File: src/rtl/icache_miss_handler.sv
// Instruction-cache miss handler: picks a victim way, fetches the missed line in beats,
// fills data/tag/status arrays, then replays the missed fetch address to stage 1.
module icache_miss_handler #(
  parameter int ADDR_WIDTH     = 16,
  parameter int WORD_WIDTH     = 20,
  parameter int NUM_WAYS       = 4,
  parameter int BEAT_WORDS     = 4,
  parameter int TAG_BITS_WIDTH = 8,
  localparam int OFF_W  = 4,
  localparam int SET_W  = ADDR_WIDTH - TAG_BITS_WIDTH - OFF_W,
  localparam int BEAT_W = WORD_WIDTH * BEAT_WORDS,
  localparam int BEATS  = (2 ** OFF_W) / BEAT_WORDS,
  localparam int CNT_W  = $clog2(BEATS)
) (
  input  logic                           clk,
  input  logic                           arst_n,
  input  logic                           i_halt,
  input  logic                           i_miss_valid,
  input  logic [TAG_BITS_WIDTH-1:0]      i_miss_tag,
  input  logic [SET_W-1:0]               i_miss_set,
  input  logic [OFF_W-1:0]               i_miss_offset,
  input  logic [2*NUM_WAYS-1:0]          i_miss_sa_data,
  output logic                           o_miss_ready,
  output logic                           o_miss_state,
  output logic [ADDR_WIDTH-1:0]          o_mem_addr,
  output logic                           o_mem_req_valid,
  input  logic [BEAT_W-1:0]              i_mem_data,
  input  logic                           i_mem_data_valid,
  output logic [SET_W+CNT_W-1:0]         o_da_w_addr,
  output logic [BEAT_W-1:0]              o_da_w_data,
  output logic [NUM_WAYS-1:0]            o_da_w_mask,
  output logic                           o_da_w_valid,
  output logic [SET_W-1:0]               o_ta_w_addr,
  output logic [TAG_BITS_WIDTH*NUM_WAYS-1:0] o_ta_w_data,
  output logic [NUM_WAYS-1:0]            o_ta_w_mask,
  output logic                           o_ta_w_valid,
  output logic [SET_W-1:0]               o_sa_w_addr,
  output logic [2*NUM_WAYS-1:0]          o_sa_w_data,
  output logic [2*NUM_WAYS-1:0]          o_sa_w_mask,
  output logic                           o_sa_w_valid,
  output logic [ADDR_WIDTH-1:0]          o_r_addr,
  output logic                           o_r_valid
);

  typedef enum logic [2:0] {IDLE, REQ, FILL, UPDATE, RESTART} state_t;

  state_t                    state;
  logic [TAG_BITS_WIDTH-1:0] tag_q;
  logic [SET_W-1:0]          set_q;
  logic [OFF_W-1:0]          off_q;
  logic [NUM_WAYS-1:0]       victim_q;
  logic [NUM_WAYS-1:0]       victim;
  logic [CNT_W-1:0]          cnt;
  logic                      mem_req_q;
  logic                      upd_q;
  logic                      r_valid_q;
  logic                      found_inv;
  logic                      found_unused;

  // Status lane per way is {valid, use}: first invalid way, else first unused way, else way 0.
  always_comb begin
    victim       = '0;
    found_inv    = 1'b0;
    found_unused = 1'b0;
    for (int unsigned w = 0; w < NUM_WAYS; w++) begin
      if (!found_inv && !i_miss_sa_data[2*w+1]) begin
        victim    = '0;
        victim[w] = 1'b1;
        found_inv = 1'b1;
      end
    end
    if (!found_inv) begin
      for (int unsigned w = 0; w < NUM_WAYS; w++) begin
        if (!found_unused && !i_miss_sa_data[2*w]) begin
          victim       = '0;
          victim[w]    = 1'b1;
          found_unused = 1'b1;
        end
      end
      if (!found_unused) victim[0] = 1'b1;
    end
  end

  always_ff @(posedge clk or negedge arst_n) begin
    if (!arst_n) begin
      state        <= IDLE;
      tag_q        <= '0;
      set_q        <= '0;
      off_q        <= '0;
      victim_q     <= '0;
      cnt          <= '0;
      mem_req_q    <= 1'b0;
      upd_q        <= 1'b0;
      r_valid_q    <= 1'b0;
      o_da_w_valid <= 1'b0;
      o_da_w_addr  <= '0;
      o_da_w_data  <= '0;
    end else begin
      mem_req_q    <= 1'b0;
      upd_q        <= 1'b0;
      o_da_w_valid <= 1'b0;
      case (state)
        IDLE: begin
          if (i_miss_valid && !i_halt) begin
            tag_q     <= i_miss_tag;
            set_q     <= i_miss_set;
            off_q     <= i_miss_offset;
            victim_q  <= victim;
            mem_req_q <= 1'b1;
            state     <= REQ;
          end
        end
        REQ: state <= FILL;
        // Memory cannot be back-pressured, so beats are accepted regardless of i_halt.
        FILL: begin
          if (i_mem_data_valid) begin
            o_da_w_valid <= 1'b1;
            o_da_w_data  <= i_mem_data;
            o_da_w_addr  <= {set_q, cnt};
            cnt          <= cnt + 1'b1;
            if (cnt == CNT_W'(BEATS - 1)) begin
              upd_q <= 1'b1;
              state <= UPDATE;
            end
          end
        end
        UPDATE: begin
          r_valid_q <= 1'b1;
          state     <= RESTART;
        end
        RESTART: begin
          if (!i_halt) begin
            r_valid_q <= 1'b0;
            state     <= IDLE;
          end
        end
        default: state <= IDLE;
      endcase
    end
  end

  always_comb begin
    o_sa_w_mask = '0;
    for (int unsigned w = 0; w < NUM_WAYS; w++) begin
      o_sa_w_mask[2*w+:2] = {2{victim_q[w]}};
    end
  end

  assign o_miss_ready    = (state == IDLE) && !i_halt;
  assign o_miss_state    = (state != IDLE);
  assign o_mem_addr      = {tag_q, set_q, {OFF_W{1'b0}}};
  assign o_mem_req_valid = mem_req_q;
  assign o_da_w_mask     = victim_q;
  assign o_ta_w_addr     = set_q;
  assign o_ta_w_data     = {NUM_WAYS{tag_q}};
  assign o_ta_w_mask     = victim_q;
  assign o_ta_w_valid    = upd_q;
  assign o_sa_w_addr     = set_q;
  assign o_sa_w_data     = {(2*NUM_WAYS){upd_q}};
  assign o_sa_w_valid    = upd_q;
  assign o_r_addr        = {tag_q, set_q, off_q};
  assign o_r_valid       = r_valid_q;

endmodule

File: config.mk
export PLATFORM = sky130hd
export DESIGN_NAME = icache_miss_handler
export DESIGN_NICKNAME = d
export VERILOG_FILES = /design/src/rtl/icache_miss_handler.sv
export SDC_FILE = /design/constraint.sdc
export NUM_CORES = 1
export LEC_CHECK = 0
export CAP_MARGIN = 15
export CORE_MARGIN = 5
export CORE_UTILIZATION = 38
export DETAILED_ROUTE_END_ITERATION = 7
export PLACE_DENSITY = 0.89
export SYNTH_ARGS = -nofsm -noshare
export SYNTH_HDL_FRONTEND = slang
export SYNTH_SLANG_ARGS = --single-unit
File: constraint.sdc
create_clock -name clk -period 2.2 [get_ports clk]
set_input_delay 0.22 -clock clk [delete_from_list [all_inputs] [get_ports clk]]
set_output_delay 0.22 -clock clk [all_outputs]
set_load 0.02 [all_outputs]
Word level (Yosys, flattened, before mapping)
Cells that the tools add are included.

Memories kept: 0. Memory bits (read-only): 0. Output and inout port bits: 189. Register bits after elaboration: 115. RAM bits: 0. Bits in latches: 0.

Equal/unequal tests: 9. Div/mod/pow operators: 0. Add/subtract/negate cells: 1. Shift-type cells: 0. Multipliers: 0. Multiplexer cells: 36. Reductions and logical operators: 27. Order comparisons: 0. Bitwise gates (word level): 0.

Operators with widths (count): $mux 4 (6); $mux 1 (22); $mux 3 (5); $pmux 3 s5 (1); $logic_not 1->1 (12); $logic_and 1x1->1 (8); $ne 2x2->1 const B (4); $eq 3x2->1 const B (2); $reduce_and 2->1 (3); $reduce_and 4->1 (1); $eq 3x1->1 const B (1); $eq 3x3->1 const B (1); $logic_not 3->1 (1); $reduce_bool 3->1 (1); $add 2x1->2 const B (1); $eq 2x2->1 const B (1); $mux 2 (1); $pmux 1 s2 (1); $reduce_bool 2->1 (1).

Depth between registers and ports, before layout
Gate-level depths: netlist of the first run.

Depth in word-level cells: 24. Gate-level depth with buffers: 5.

Worst setup path after synthesis of the first run
OpenSTA, ideal clock, no wires.

Path type: register to register. From: register state[0]. To: register o_da_w_data[19]. Cell stages (with the launch flop): 5. Period minus slack after synthesis: 1592 ps. Setup time: 125 ps. Slack: 608 ps. Arrival time: 1467 ps. Buffers on the path: 2. Cell sequence: dfrtp_1 -> buf_2 -> nor3_4 -> buf_6 -> mux2_2.

Word-level cells in the longest chain between the ends: 2.

Ends and longest elaborated chain: start: declaration (line 47) `state_t state;`; start signal: assignment (line 86) `state <= IDLE;`; start signal: assignment (line 110) `state <= REQ;`; start signal: assignment (line 113) `REQ: state <= FILL;`; $eq 3x2->1 (line 102) `case (state)`; $reduce_and 2->1 (no line); end signal: assignment (line 118) `o_da_w_data <= i_mem_data;`; end: declaration (line 30) `output logic [BEAT_W-1:0] o_da_w_data,`.

Every way passes these cells. A chain may end at the register's enable or synchronous reset.

Worst setup path in the final report of the first run
From: register state[1]. To: output o_miss_ready.

Word-level cells in the longest chain between the ends: 2.

Ends and longest elaborated chain: $logic_not 3->1 (line 149) `assign o_miss_ready = (state == IDLE) && !i_halt;`; $logic_and 1x1->1 (line 149); end: declaration (line 23) `output logic o_miss_ready,`.

Every way passes these cells.

==> results of run 1 <==
power breakdown:
group	leakage, nW	internal [mW]	switching, mW	total (mW)
clock network	0.283	1.79	0.909	2.70
logic	1.68	3.90	3.46	7.37
registers	1.37	3.19	0.780	3.97
total	3.33	8.88	5.15	14.0
cells by family after synthesis:
group                    after synthesis
flip-flops                           115
AO/OA/AOI/OAI                          9
other                                  1
buffers and inverters                 92
XOR/XNOR                               2
adder cells (fa/ha/maj)                1
AND/OR/NAND/NOR                       22
multiplexers                         106
critical path, stage by stage, from the launching register on:
cell	delay [ns]
dfrtp_2	0.47
nor3_4	0.22
inv_1	0.07
nor2_1	0.09
clkdlybuf4s50_1	0.60
worst paths after layout:
check | end | startpoint | cells after the start | slack [ns]
setup / recovery | o_miss_ready | state[1] | 4 | 0.12
hold / removal | o_da_w_data[20] | i_mem_data[20] | 2 | 0.42
setup reg to reg | o_da_w_data[75] | state[1] | 5 | 0.54
hold reg to reg | o_da_w_data[16] | o_da_w_data[16] | 1 | 0.49
max in group asynchronous | state[0] | arst_n | 3 | 1.29
min in group asynchronous | o_da_w_data[48] | arst_n | 3 | 0.47
final cells by class:
class	instances	area (um^2)	area share
clock inverter	10	133.9	0.01638
clock buffer	21	450.4	0.05512
tap	176	220.2	0.02695
sequential	115	2882	0.3526
inverter	2	7.507	0.0009187
timing repair buffer	300	3035	0.3715
multi-input combinational	144	1443	0.1765
timing repair:
action                                  4_1_cts  5_1_grt
gates resized for setup                       1        4
setup buffers                                 0        0
hold buffers                                  1        0
pin swaps                                     0        1
endpoints found under the setup margin        1        1
hold endpoints to repair                    115        0
placed cells by master (no fill, tap or decap), drive strengths merged:
cell type      instances
nor3                   4
and2                   2
nor2b                  1
xnor2                  1
o22a                   1
inv                    2
xor2                   1
nor2                   3
ha                     1
dfrtp                115
clkdlybuf4s50        292
or3b                   1
dlygate4sd3            1
clkinv                 5
nand2                  3
bufinv                 3
clkinvlp               2
clkbuf                21
nand3                  3
buf                    7
mux2                 106
a31o                   1
a21boi                 1
nand4                  1
conb                   4
nor3b                  1
a21oi                  5
a31oi                  1
nand4b                 3
registers in the layout, indices dropped and copies added, names as in the netlist:
signal / count
o_da_w_addr: 6
off_q: 4
o_r_valid: 1
tag_q: 8
state: 3
o_da_w_data: 80
o_sa_w_valid: 1
o_da_w_mask: 4
cnt: 2
o_mem_req_valid: 1
o_da_w_valid: 1
o_sa_w_addr: 4
routing by layer:
layer	share of wire	vias to the layer above	global-route usage
met5	0	-	0
met4	0.016	0	0.05740
met3	0.095	18	0.08276
met2	0.54	164	0.3060
met1	0.34	1675	0.1671
li1	-	1582	-
per-stage QoR:
step / util / std cells / total power [mW] / setup slack [ns] / hold WS, ns
6_report: 0.6245 / 768 / 14.03 / 0.1241 / 0.4191
3_3_place_gp: 0.5779 / 736 / 11.19 / 0.3229 / 0.3419
4_1_cts: 0.6237 / 768 / 14.20 / 0.05141 / 0.3945
2_1_floorplan: - / 351 / 8.273 / 0.6083 / -0.07559
3_5_place_dp: 0.5779 / 736 / 11.41 / 0.3021 / 0.3563
5_1_grt: 0.6245 / 768 / 14.73 / 0.003902 / 0.3974
==> results.json, run 1 <==
{
  "gp_congestion": 0.7779,
  "synth_edf_count": 0,
  "gr-total-overflow": 0,
  "worst_pin_slew_ns": 0.5857,
  "synth-xor-area-share": 0.003495,
  "finish.instance_area_um2": 8172,
  "ir_drop_v": 0.001099,
  "hold_viol": 0,
  "crit_path_max_fanout": 8,
  "die_w_um": 124.9,
  "synthMuxAreaShare": 0.2381,
  "setup_tns_ns": 0,
  "start_util": 0.3831,
  "synth_top_area_cell": "dfrtp_1",
  "antenna_found_initial": 0,
  "clk_latency_ns": 0.41,
  "cts_made_buffers": 17,
  "status": "completed",
  "grt_pass1_vias": 3867,
  "placed_area_um2": 7562,
  "syn_to_final_growth_pct": 63.03,
  "core-area_um2": 13090,
  "syn_inst": 348,
  "synthFlopType": "dfrtp_1",
  "wl_per_cell_um": 16.92,
  "synthArstFlopShare": 1.000,
  "die_h_um": 124.9,
  "timing.fmax_ghz": 0.4817,
  "hpwl_mm": 9.835,
  "num_antenna_cells": 0,
  "yosys.area_share.simple": 0.02721,
  "grt_use_total": 0.1686,
  "p_per_area_nw_per_um2": 1717,
  "clk_pin_slew_worst_paths_ns": 0.06,
  "endpoint_kind": "primary output",
  "ys_types": 27,
  "setup_viol": 0,
  "cts_htree_levels": 4,
  "timing.final.crit_share": 0.9436,
  "grt_setup_unrepaired": "no",
  "port_buffers": 293,
  "cts_buffer_depth": 2,
  "layout.nets": 690,
  "yosysWarnings": 0,
  "leakage_nw": 3.330,
  "synth-compound-area-share": 0.01123,
  "slew_viol_final": 0,
  "period_minus_slack_ns": 2.076,
  "fin_skew_ns": 0.007887,
  "startpoint_type": "flip-flop",
  "synth_fa_ha_area_frac": 0.002496,
  "clock_sinks": 115,
  "die_area_um2": 15590,
  "cp.arrival_ns": 1.86,
  "drtAntennaViolNets": 0,
  "cts_tree": "built",
  "slew_headroom": 0.6096,
  "yosys-top-cells-count": "115 x dfrtp_1, 89 x mux2_2, 80 x buf_4",
  "ys_seq_elements": 115,
  "critPathKind": "flip-flop to primary output",
  "io_pins": 298,
  "drive_above_1_share": 0.2213,
  "synth_area_um2": 5012,
  "grt_pass1_wl_mm": 20.81,
  "drt-total-wl_mm": 13.00,
  "cts-root-buf": "clkbuf_16",
  "synth.avg_cell_area_um2": 14.40,
  "drt_first_pass_iters": 4,
  "synth_top_area_frac": 0.5741,
  "yosys.cell_count.top_type": "dfrtp_1",
  "num_vias": 3439,
  "nFillCells": 961,
  "grt_max_degree": 116,
  "drc": 0,
  "worstPathRequired_ns": 1.98,
  "synth_top_family_by_area": "multiplexers",
  "fp-row-count": 42,
  "maxCapViolCount": 0,
  "synth.area.top_cells": "dfrtp_1 57%, mux2_2 20%, buf_4 12%, mux2_1 3.8%, buf_6 2.0%",
  "drt_iter0_drc": 70,
  "yosysSeqAreaShare": 0.5741,
  "hold_class": "input pin to flip-flop",
  "avgViaCountPerCell": 4.478
}
Power figures use the tool's default switching activity.
==> run 2, diff against run 1 <==
--- a/config.mk
+++ b/config.mk
@@ -10,6 +10,7 @@
 export CORE_UTILIZATION = 38
 export DETAILED_ROUTE_END_ITERATION = 7
 export PLACE_DENSITY = 0.89
+export REMOVE_ABC_BUFFERS = 1
 export SYNTH_ARGS = -nofsm -noshare
 export SYNTH_HDL_FRONTEND = slang
 export SYNTH_SLANG_ARGS = --single-unit
==> results.json, run 2 (synthesis results as in run 1) <==
{
  "clk_latency_ns": 0.40,
  "drt_iter0_drc": 112,
  "internal_power_mw": 8.786,
  "gr-total-overflow": 0,
  "timing.fmax_ghz": 0.5059,
  "fp-row-count": 42,
  "hpwl_mm": 9.870,
  "grt_use_total": 0.1674,
  "slew_viol_final": 0,
  "io_pins": 298,
  "critPathKind": "flip-flop to primary output",
  "p_seq_frac": 0.283,
  "ir_drop_v": 0.0008329,
  "cp.arrival_ns": 1.76,
  "antenna_found_initial": 0,
  "fin_skew_ns": 0.006931,
  "core-area_um2": 13090,
  "drc": 0,
  "p_sw_mw": 5.131,
  "worstRegToRegCells": 4,
  "wl_per_cell_um": 16.90,
  "regArea_um2": 2878,
  "grt_pass1_vias": 3890,
  "die_h_um": 124.9,
  "grt_max_degree": 62,
  "hold_class": "input pin to asynchronous set/reset pin",
  "timing.final.crit_share": 0.8984,
  "power.total_mw": 13.92,
  "place_ws_ns": 0.2986,
  "hold_viol": 0,
  "num_vias": 3469,
  "grt_pass1_wl_mm": 20.78,
  "drt-total-wl_mm": 12.97,
  "startpoint_type": "flip-flop",
  "multiInputGateArea_um2": 1436,
  "maxCapViolCount": 0,
  "r2r_setup_slack_ns": 0.48,
  "worst_hold_slack_ns": 0.2630,
  "layout.nets": 689,
  "cts_made_buffers": 17,
  "port_buffers": 293,
  "regMostFlops": "o_da_w_data",
  "instances_no_fill": 767,
  "cts_buffer_depth": 2,
  "layout_commonest_cell": "clkdlybuf4s50_1",
  "drive_above_1_share": 0.2183,
  "drt_first_pass_iters": 6,
  "setup_tns_ns": 0,
  "syn_to_final_growth_pct": 62.61,
  "clk_pin_slew_worst_paths_ns": 0.05,
  "layout_setup_ws_ns": 0.2235,
  "p_per_area_nw_per_um2": 1707,
  "cts_tree": "built",
  "crit_path_max_fanout": 8,
  "leakage_nw": 3.338,
  "setup_viol": 0,
  "cts_setup_buffers": 0,
  "layout_common_cells": "291 x clkdlybuf4s50_1, 115 x dfrtp_1, 89 x mux2_2, 17 x mux2_1, 17 x clkbuf_16",
  "cts-root-buf": "clkbuf_16",
  "die_w_um": 124.9,
  "status": "completed",
  "top_regs": "o_da_w_data (80), tag_q (8), o_da_w_addr (6)",
  "endpoint_kind": "primary output",
  "grt_setup_unrepaired": "no",
  "comb_power_share": 0.528,
  "avgViaCountPerCell": 4.523,
  "dp_cells": 735,
  "clock_sinks": 115,
  "p_clk_frac": 0.190,
  "cts_htree_levels": 4,
  "worstPathRequired_ns": 1.98,
  "nFillCells": 977,
  "die_area_um2": 15590,
  "r2r_start": "state[1]",
  "drtAntennaViolNets": 0,
  "num_antenna_cells": 0,
  "largest_register_ffs": 80,
  "period_minus_slack_ns": 1.977,
  "switching_share": 0.3687,
  "reg2reg_to": "o_da_w_data[37]",
  "gp_congestion": 0.7596,
  "start_util": 0.3831
}
==> run 2: cell count changes in the layout (fill, tap and decap cells not counted), sizes merged <==
cell / previous run / this run
dlymetal6s2s: 0 / 1
buf: 7 / 6
bufinv: 3 / 2
clkdlybuf4s50: 292 / 291
clkinvlp: 2 / 3
==> run 2: critical path: stages (launching register included) <==
cell	delay (ns)
dfrtp_1	0.49
nor3_2	0.25
inv_1	0.08
clkdlybuf4s50_1	0.54
==> run 2: cell type report <==
| type | count | area share |
|---|---|---|
| clock inverters | 10 | 0.01320 |
| inverters | 2 | 0.0009211 |
| repair buffers | 299 | 0.3718 |
| well taps | 176 | 0.02702 |
| multi-input cells | 144 | 0.1762 |
| flip-flops and latches | 115 | 0.3531 |
| clock buffers | 21 | 0.05772 |
==> run 2: power groups by stage <==
stage                     Sequential, mW  Clock (mW)  Combinational [mW]
after floorplan                     5.89           0                1.42
after global placement              3.89           0                7.29
after detailed placement            3.97           0                7.42
after CTS                           3.95        2.72                7.45
after global routing                4.10        2.82                7.69
final                               3.93        2.64                7.34
==> run 2: per-layer routing <==
layer	routed length, um	up-vias	global-route usage
met1	4492	1675	0.1705
li1	-	1587	-
met3	1273	20	0.07504
met5	0	-	0
met2	6948	187	0.2990
met4	251	0	0.06633
==> run 2: timing repair <==
action / 4_1_cts / 5_1_grt
setup endpoints to repair: 1 / 1
hold endpoints to repair: 23 / 0
resized for setup: 1 / 1
hold buffers: 1 / 0
==> run 2: worst max-delay path by stage <==
stage                startpoint               to  slack [ns]  cells past startpoint
6_report               state[0]     o_miss_state        0.22                      3
5_1_grt                state[1]     o_miss_state        0.11                      3
4_1_cts                state[1]     o_miss_ready        0.04                      4
3_5_place_dp   i_mem_data_valid  o_da_w_data[37]        0.30                      5
3_3_place_gp   i_mem_data_valid   o_da_w_data[3]        0.37                      5
2_1_floorplan          state[1]   o_da_w_addr[2]       -1.03                      3
==> run 2: through the flow <==
| stage | utilization | instance area [um^2] |
|---|---|---|
| after floorplan | - | 4317 |
| after global placement | 0.5774 | 7555 |
| after detailed placement | 0.5774 | 7555 |
| after CTS | 0.6227 | 8148 |
| after global routing | 0.6229 | 8150 |
| final | 0.6229 | 8150 |
